$ cat config.mk
export PLATFORM = sky130hd
export DESIGN_NAME = wb_port_arb
export DESIGN_NICKNAME = d
export VERILOG_FILES = /design/src/rtl/wb_port_arb_pkg.sv /design/src/rtl/wb_aux_buf.sv /design/src/rtl/wb_port_arb.sv
export SDC_FILE = /design/constraint.sdc
export NUM_CORES = 1
export LEC_CHECK = 0
export ABC_AREA = 1
export CORE_MARGIN = 2
export CORE_UTILIZATION = 45
export DETAILED_ROUTE_END_ITERATION = 10
export GPL_TIMING_DRIVEN = 0
export PLACE_DENSITY = 0.82
export SETUP_SLACK_MARGIN = 0.15
export SLEW_MARGIN = 20
export SYNTH_ARGS = -nofsm -noshare
export SYNTH_HDL_FRONTEND = slang
export SYNTH_SLANG_ARGS = --single-unit
$ cat constraint.sdc
create_clock -name clk -period 1.93 [get_ports clk]
set_input_delay 0.386 -clock clk [delete_from_list [all_inputs] [get_ports clk]]
set_output_delay 0.386 -clock clk [all_outputs]
set_load 0.02 [all_outputs]
$ cat src/rtl/wb_port_arb_pkg.sv
// wb_port_arb_pkg: shared types and defaults for the writeback port arbiter.
package wb_port_arb_pkg;
    typedef logic [4:0] u5;
    typedef logic [63:0] u64;
    typedef struct packed {
        logic valid;
        u5    wd;
        u64   data;
    } wb_req_t;
    typedef enum logic [1:0] {IDLE, WAIT, FORCE} wb_arb_state_t;
    localparam int AGE_MAX_DEF = 4;
endpackage

$ cat src/rtl/wb_aux_buf.sv
// wb_aux_buf: one-entry aux result buffer with saturating age counter.
module wb_aux_buf
    import wb_port_arb_pkg::*;
#(
    parameter int AGE_MAX = AGE_MAX_DEF
) (
    input  logic       clk,
    input  logic       rst,
    input  logic       load,
    input  u5          in_wd,
    input  u64         in_data,
    input  logic       clear,
    input  logic       age_inc,
    output wb_req_t    entry,
    output logic [2:0] age
);
    localparam logic [2:0] AGE_LAST = 3'(AGE_MAX - 1);
    always_ff @(posedge clk) begin
        if (rst) begin
            entry <= '0;
            age   <= '0;
        end else if (load) begin
            entry <= '{valid: 1'b1, wd: in_wd, data: in_data};
            age   <= '0;
        end else begin
            if (clear) entry.valid <= 1'b0;
            if (age_inc && age != AGE_LAST) age <= age + 3'd1;
        end
    end
endmodule

$ cat src/rtl/wb_port_arb.sv
// wb_port_arb: arbitrates pipeline and aux (mul/div) results onto one regfile write port.
// Optional commit trace outputs enabled by defining WB_PORT_ARB_COMMIT_EN.
module wb_port_arb
    import wb_port_arb_pkg::*;
#(
    parameter int AGE_MAX = AGE_MAX_DEF
) (
    input  logic clk,
    input  logic rst,
    input  logic pipeValid,
    input  u5    pipeWd,
    input  u64   pipeData,
    input  logic auxValid,
    input  u5    auxWd,
    input  u64   auxData,
    output logic auxReady,
    output logic wbEn,
    output u5    wd,
    output u64   wbData,
    output logic stallReq,
`ifdef WB_PORT_ARB_COMMIT_EN
    output logic commitValid,
    output u5    commitWd,
    output u64   commitData,
    output logic commitSrc,
`endif
    output logic errOverrun
);
    localparam logic [2:0] AGE_LAST = 3'(AGE_MAX - 1);
    wb_arb_state_t state, next_state;
    wb_req_t       entry;
    logic [2:0]    age;
    logic          hs, forced, grant_aux, grant_pipe, waw, consume, win_en;
    u5             win_wd;
    u64            win_data;
    assign auxReady = !entry.valid;
    assign stallReq = (state == FORCE);
    always_comb begin
        hs         = auxValid && auxReady;
        forced     = (state == FORCE);
        grant_aux  = forced || (!pipeValid && entry.valid);
        grant_pipe = pipeValid && !forced;
        // A younger pipe write to the same register supersedes the buffered result.
        waw        = grant_pipe && entry.valid && pipeWd != 5'd0 && pipeWd == entry.wd;
        consume    = grant_aux || waw;
        win_wd     = grant_aux ? entry.wd : pipeWd;
        win_data   = grant_aux ? entry.data : pipeData;
        win_en     = (grant_aux || grant_pipe) && win_wd != 5'd0;
        next_state = forced ? IDLE
                   : state == WAIT ? (consume ? IDLE : age == AGE_LAST ? FORCE : WAIT)
                   : (hs ? WAIT : IDLE);
    end
    wb_aux_buf #(.AGE_MAX(AGE_MAX)) u_buf (
        .clk     (clk),
        .rst     (rst),
        .load    (hs),
        .in_wd   (auxWd),
        .in_data (auxData),
        .clear   (consume),
        .age_inc (state == WAIT && !consume),
        .entry   (entry),
        .age     (age)
    );
    always_ff @(posedge clk) begin
        if (rst) state <= IDLE;
        else     state <= next_state;
    end
    always_ff @(posedge clk) begin
        if (rst) begin
            wbEn       <= 1'b0;
            wd         <= '0;
            wbData     <= '0;
            errOverrun <= 1'b0;
        end else begin
            wbEn <= win_en;
            if (win_en) begin
                wd     <= win_wd;
                wbData <= win_data;
            end
            if (forced && pipeValid) errOverrun <= 1'b1;
        end
    end
`ifdef WB_PORT_ARB_COMMIT_EN
    always_ff @(posedge clk) begin
        if (rst) begin
            commitValid <= 1'b0;
            commitWd    <= '0;
            commitData  <= '0;
            commitSrc   <= 1'b0;
        end else begin
            commitValid <= win_en;
            if (win_en) begin
                commitWd   <= win_wd;
                commitData <= win_data;
                commitSrc  <= grant_aux;
            end
        end
    end
`endif
endmodule

==> out/qor.log <==
[run_status] status complete, no violations
[timing] hold slack 0.4701 ns
[logic_synthesis] dominant combinational cell family by area after synthesis simple AND/OR/NAND/NOR gates
[timing] final count of pins violating max slew 0
[routing] count of TritonRoute iterations in the first routing pass 6
[layout] Sequential Area 2925 µm²
[floorplanning] number of rows in the core area 44
[floorplanning] initial cell density of the core 46.00%
[routing] routed wire length 19,530 µm
[floorplanning] total die area 15,850 µm²
[timing] share of the clock period used by the worst path 90.48%
[logic_synthesis] xor and xnor area share after synthesis 0.1310%
[floorplanning] core area 14,530 µm²
[logic_synthesis] Unique masters post-synth 26
[global_route] total congestion overflow after global routing 0
[layout] layout cells sized above 1 9.443%
[routing] DRC marker count from the first detailed-route iteration 416
[setup_path] worst path arrival time 1.36 ns
[global_route] initial antenna violation count 1
[logic_synthesis] largest cells by area after synthesis dfxtp_1 (44%), nand2_1 (16%), nor2_1 (14%)
[layout] net count reported at finish 1,423
[layout] layout filler cell count 1,297
[floorplanning] Die H 125.9 µm
[logic_synthesis] combined area of all synthesized cells 6685 µm²
[setup_path] crit path kind flip-flop to primary output
[routing] number of vias per cell 4.669
[clocking] CTS max path bufs 2
[placement] PortBufs 214
[routing] Wirelength per Cell 13.22 µm
[setup_path] cell family contributing the most delay on the critical path buffers and inverters
[worst_hold_path] path class of the lowest-slack min-delay path flip-flop to flip-flop
[setup_path] path depth of the worst reg2reg path 12
[clocking] TritonCTS clock tree done
[global_route] number of global-route vias before repair 6,584
[timing] final setup violation count 0
[setup_path] maximum fanout encountered on the critical timing path 2
[timing] fin worst setup slack 0.1837 ns
[floorplanning] number of ports placed on the die boundary 215
[floorplanning] overall die width 125.9 µm
[logic_synthesis] commonest register cell after synthesis dfxtp_1
[logic_synthesis] total of warnings raised by yosys 0
[timing] fin crit period 1.746 ns
[placement] placer congestion estimate 0.8751
[setup_path] critical path buffer and inverter count 1
[layout] synth-to-layout area growth 47.71%
[power_and_ir_drop] Final Total Pwr 0.008604 W
[logic_synthesis] top cell types by occurrence after synthesis nand2_1 (291), nor2_1 (255), dfxtp_1 (146)
[routing] antenna-violating nets left 0
[setup_path] required time of the critical path 1.54 ns
[clocking] clock input transition at the sequential cells of the worst setup and hold paths 0.06 ns
[power_and_ir_drop] worst vdd ir 0.5951 mV
[logic_synthesis] share of async-settable or async-resettable flops after synthesis 0%
[timing] worst slew slack as a fraction of its limit 67.22%
[logic_synthesis] number of synthesized flops with an enable pin 0
[setup_path] Cell Chain, Critical Path clkdlybuf4s50_1
[timing] transition time at the pin with the least slew margin 0.4917 ns
[logic_synthesis] sequential fraction of the synthesis area 43.72%
[layout] area taken by multi-input logic gates 3129 µm²
[power_and_ir_drop] power per unit of standard cell area 871.3 nW/µm²
[logic_synthesis] Mapped Cells 1,041
[logic_synthesis] flip-flop and latch count after synthesis 146
[setup_path] maximum cell stage delay along the critical path 0.61 ns
[routing] Vias 6,896
[routing] detailed-route DRC error count 0
[clocking] maximum level of the CTS H-tree 4
[logic_synthesis] synthesized net count 1,185
[timing] final setup skew 0.009101 ns
[clocking] clock latency at the later pin of the worst-skew pair 0.42 ns
[worst_hold_path] launch point of the worst hold path wd[2]
[global_route] maximum number of pins on one net before global-route repair 17
[setup_path] element type at the critical path end primary output
[layout] final core area utilization 67.94%
[placement] pre-CTS setup slack -0.7040 ns
[power_and_ir_drop] leakage power 5.350 nW
[logic_synthesis] most frequently used cell type in the post-synthesis netlist nand2_1
[setup_path] slowest cell on the critical path clkdlybuf4s50_1
[clocking] CTS Buf Count 17
[layout] Cell Count, Final, Fillers Out 1,477
[clocking] cell at the root of the clock tree clkbuf_16
[timing] maximum achievable frequency 0.5726 GHz
[global_route] GR Util All Layers 24.74%
[logic_synthesis] Compound-Gate Fraction of Synth Area 6.532%
[worst_hold_path] WHS Path Cells 2
[timing] unrepaired setup endpoints after global routing yes
[placement] DPL Wire Length 14,400 µm
[logic_synthesis] adder and majority gate portion of the synthesized area 0.3743%
[logic_synthesis] top cell type's share of synthesized area 43.72%
[worst_hold_path] endpoint of the worst hold-timing path wd[2]
[logic_synthesis] most area-hungry cell type in the Yosys netlist dfxtp_1
[placement] total instance count after detailed placement 1,439
[timing] number of hold-slack violations in the final timing report 0
[logic_synthesis] fraction of the mapped netlist area in simple logic gates 39.30%
[setup_path] reg2reg setup slack 0.27 ns
[setup_path] Critical Path Start Type flip-flop
[clocking] sink count of the clock tree 146
[run] Maximum Capacitance Violations 0
[logic_synthesis] multiplexer share of the synthesized area 0%
[setup_path] reg2reg end wbData[2]
[logic_synthesis] synthesized area divided by synthesized cell count 6.422 µm²
[global_route] wire length of the first global-routing pass 31,170 µm
[setup_path] Reg2Reg Launch Point state[0]
-- cell usage in the layout (no fill, tap or decap), types with 4 or more instances in the layout --
cell | netlist | routed
nand2_1 | 291 | 288
nor2_1 | 255 | 253
clkdlybuf4s50_1 | 0 | 153
dfxtp_1 | 146 | 144
inv_1 | 87 | 86
nand3_1 | 77 | 77
o21ai_0 | 70 | 70
dlymetal6s2s_1 | 0 | 35
dlygate4sd2_1 | 0 | 26
nor2_2 | 18 | 20
clkbuf_2 | 0 | 17
clkbuf_16 | 0 | 17
clkbuf_1 | 33 | 16
buf_4 | 2 | 12
buf_2 | 18 | 11
a21oi_1 | 9 | 9
buf_6 | 6 | 6
inv_2 | 5 | 5
buf_1 | 6 | 5
clkbuf_8 | 0 | 5
nand2_2 | 3 | 4
clkinv_2 | 0 | 4
-- layout make-up --
| cell class | instances | area share [%] |
|---|---|---|
| Clock inverter | 9 | 1.280 |
| Tap cell | 184 | 2.331 |
| Buffer | 65 | 3.852 |
| Multi-Input combinational cell | 738 | 31.69 |
| Antenna cell | 1 | 0.02534 |
| Inverter | 92 | 3.523 |
| Clock buffer | 23 | 5.043 |
| Timing Repair Buffer | 219 | 22.63 |
| Sequential cell | 146 | 29.62 |
-- through the flow --
step                      area (µm²)  TNS (ns)
final                           9874         0
after global placement          9057    -53.88
after floorplan                 6685         0
after global routing            9874         0
after CTS                       9727         0
after detailed placement        9057    -58.18
-- report_power, final --
group | internal, W | switching (W) | total [W]
Clock | 0.00220 | 0.00124 | 0.00344
Combinational | 0.000805 | 0.000929 | 0.00173
Sequential | 0.00329 | 0.000141 | 0.00343
-- cell families (layout without fill, tap and decap cells) --
family / Yosys count / count (layout)
buffers and inverters: 157 / 408
AOI/OAI and AO/OA: 83 / 83
DFF: 146 / 146
other: 0 / 1
xor gates and xnor gates: 1 / 1
adders and majority gates: 2 / 2
and+or+nand+nor: 652 / 652
-- how the worst max path moves through the flow --
stage | startpoint | to | cells past startpoint
finish | wbData[56] | wbData[56] | 1
global route | wbData[56] | wbData[56] | 1
CTS | pipeValid | wbData[2] | 13
detailed placement | rst | u_buf.entry[62] | 6
global placement | rst | u_buf.entry[62] | 6
floorplan | pipeValid | wbData[14] | 12
-- worst reg2reg max path: cells and delay by family (launching register included) --
kind | cells | cell delay, ns
AND/OR/NAND/NOR | 7 | 0.66
AO/OA/AOI/OAI | 1 | 0.15
buffers and inverters | 4 | 0.44
flip-flops | 1 | 0.30
-- state kept, by name (all words and copies together) (netlist names) --
name	cells
u_buf.entry	70
wbData	64
wd	5
u_buf.age	3
state	2
errOverrun	1
wbEn	1
-- metal layers --
layer | share of wire [%] | track usage (%) | wire length (µm) | vias to the layer above
met5 | 0 | 0 | 0 | -
met4 | 3.6 | 10.80 | 703 | 0
met3 | 5.9 | 5.607 | 1155 | 47
met2 | 48 | 42.35 | 9437 | 205
met1 | 42 | 29.80 | 8234 | 2999
li1 | - | - | - | 3645
-- what timing repair did --
action / CTS / global route
resized for setup: 47 / 71
hold buffers: 0 / 0
setup buffers: 4 / 1
endpoints found under the setup margin: 137 / 143
pin swaps: 3 / 4
(Power assumes the default switching activity.)
==> RTL change (same flow settings) <==
Build with the macro `WB_PORT_ARB_COMMIT_EN` defined.
--- a/src/rtl/wb_port_arb.sv
+++ b/src/rtl/wb_port_arb.sv
@@ -2,2 +2,4 @@
 // Optional commit trace outputs enabled by defining WB_PORT_ARB_COMMIT_EN.
+`define WB_PORT_ARB_COMMIT_EN
+
 module wb_port_arb
Check against the original RTL (old outputs only; new: commitData, commitSrc, commitValid and commitWd): equivalent (equiv_simple and equiv_induct, registers matched by name and starting in step).
==> RTL change against the original RTL <==
Core utilization up 2.4 points. Global-route usage up 1.1 points. Sequential cell count up 1. First-iteration DRC count down 8.2%. Cell count up 12%. Critical path type unchanged. Wire length up 14%. Sequential share of layout area down 3.1 points. Largest power group unchanged. Cell area up 12%. Power up 9.2%. Critical path depth up 2. Setup slack better by 0.053 ns. Clock power up 6.7%. Die area up 7.2%. Area after synthesis up 7.4%.
==> RTL change: results (changes against the original RTL) <==
| Metric | Value |
|---|---|
| Top Layer Used | met5 |
| First-pass GRT wire length | 33.8 mm (+8.5%) |
| Wire length on met1 | 9.04 mm (+9.8%) |
| Post-route insts no fill | 1658 (+12%) |
| CP max stage delay | 0.38 ns (-0.23 ns) |
| Post-synthesis adder-cell area fraction | 0.348% (-0.026 points) |
| Number of fill cells | 1404 (+8.2%) |
| Total track usage | 25.8% (+1.1 points) |
| Post-Synth XOR/XNOR Area | 0.244% (+0.11 points) |
| WL met3 | 1.46 mm (+26%) |
| Ys flop type | dfxtp_1 |
| Placer Congestion | 0.890 (+1.6%) |
| CP arrival | 1.31 ns (-0.05 ns) |
| Dpl ws | -0.654 ns (+0.0505 ns) |
| DRT iter0 DRCs | 382 (-8.2%) |
| WHS | 0.459 ns (-0.0109 ns) |
| Port Buffers | 285 (+33%) |
| Synth top area cells | dfxtp_1, nand2_1, nor2_1, buf_4, nand3_1 |
| Ant. Diodes | 0 (-1) |
| Metal2 WL | 11.3 mm (+19%) |
| Inst Count DP | 1618 (+12%) |
| Vias in the first global route | 7025 (+6.7%) |
| Seq/Total Area, Yosys | 41.0% (-2.8 points) |
| Syn Nets | 1261 (+6.4%) |
| Leak | 6.05 nW (+13%) |
| Max rail drop VDD | 665 uV (+12%) |
| Yosys cell types | 25 (-3.8%) |
| Initial antenna violation count | 2 (+1) |
| Grt met2 use | 47.0% (+4.7 points) |
| Fmax | 590 MHz (+3.1%) |
| Met3 usage | 6.11% (+0.50 points) |
| Largest regs | u_buf.entry x70, commitData x64, commitWd x5 |
| Worst reg2reg setup slack | 0.25 ns (-0.02 ns) |
| Fin Clk Skew | 0.00664 ns (-0.00246 ns) |
| Pin count of the biggest net entering global routing | 17 (unchanged) |
| Crit-path slowest cell | dlygate4sd2_1 |
| GR Layer Usage met1 | 29.4% (-0.44 points) |
| Most frequent cells after synthesis | nand2_1, nor2_1, dfxtp_1, inv_1, nand3_1 |
| Worst-Margin Slew | 0.551 ns (+0.0594 ns) |
| HPWL Detailed | 16.6 mm (+15%) |
| Critical path peak fanout | 3 (+1) |
| Drt pass-1 iters | 5 (-1) |
| WL/cell | 13.4 um (+1.5%) |
| Status | finished clean |
| Layout cells sized above 1 | 13.5% (+4.0 points) |
| Mean Syn Cell Area | 6.43 sq um (+0.14%) |
| Complex-gate fraction of the synthesized area | 5.90% (-0.63 points) |
| Placed cell area | 0.0103 sq mm (+14%) |
[RTL change: cell types whose count changed in the layout (fill, tap and decap cells not counted), moves of 4 or more]
cell             delta
buf_1               -4
dlygate4sd2_1     +105
dlymetal6s2s_1     -21
nor2_1             +18
clkdlybuf4s50_1    -13
nor2_2             -11
buf_4              +70
[RTL change: logic make-up after synthesis]
kind of cell / Yosys count
and+or+nand+nor: 660
DFF: 147
AOI/OAI and AO/OA: 83
xor gates and xnor gates: 2
buffers and inverters: 223
adders and majority gates: 2
[RTL change: area by class of cell]
class	count	area, sq um	share of cell area, %
Clock inverter	12	203	1.83
Inverter	88	330	2.98
Buffer	135	912	8.23
Tap cell	216	270	2.44
Timing Repair Buffer	293	2800	25.2
Multi-Input combinational cell	748	3180	28.7
Sequential cell	147	2950	26.6
Clock buffer	19	453	4.08
[RTL change: what timing repair did]
| item | CTS | global route |
|---|---|---|
| setup buffers | 3 | 5 |
| endpoints found under the setup margin | 255 | 124 |
| pin swaps | 3 | 11 |
| gates resized for setup | 150 | 83 |
| gates cloned | 1 | 0 |
[RTL change: final timing paths]
check,from,endpoint,depth (start not counted)
max reg2reg,state[0]$_SDFF_PP0_,commitWd[1]$_SDFFE_PP0P_,11
min reg2reg,errOverrun$_SDFFE_PP0P_,errOverrun$_SDFFE_PP0P_,1
max,state[1]$_SDFF_PP0_,stallReq,3
min,errOverrun$_SDFFE_PP0P_,errOverrun$_SDFFE_PP0P_,1
[RTL change: power breakdown]
group | internal (mW) | total (mW) | switching [mW]
Combinational | 1.05 | 2.24 | 1.19
Clock | 2.36 | 3.67 | 1.31
Sequential | 3.31 | 3.49 | 0.180
[RTL change: worst max-delay path: cells and delay by family (launching register included)]
family | cells | cell delay [ns]
buffers and inverters | 2 | 0.42
AND/OR/NAND/NOR | 1 | 0.11
flip-flops | 1 | 0.36
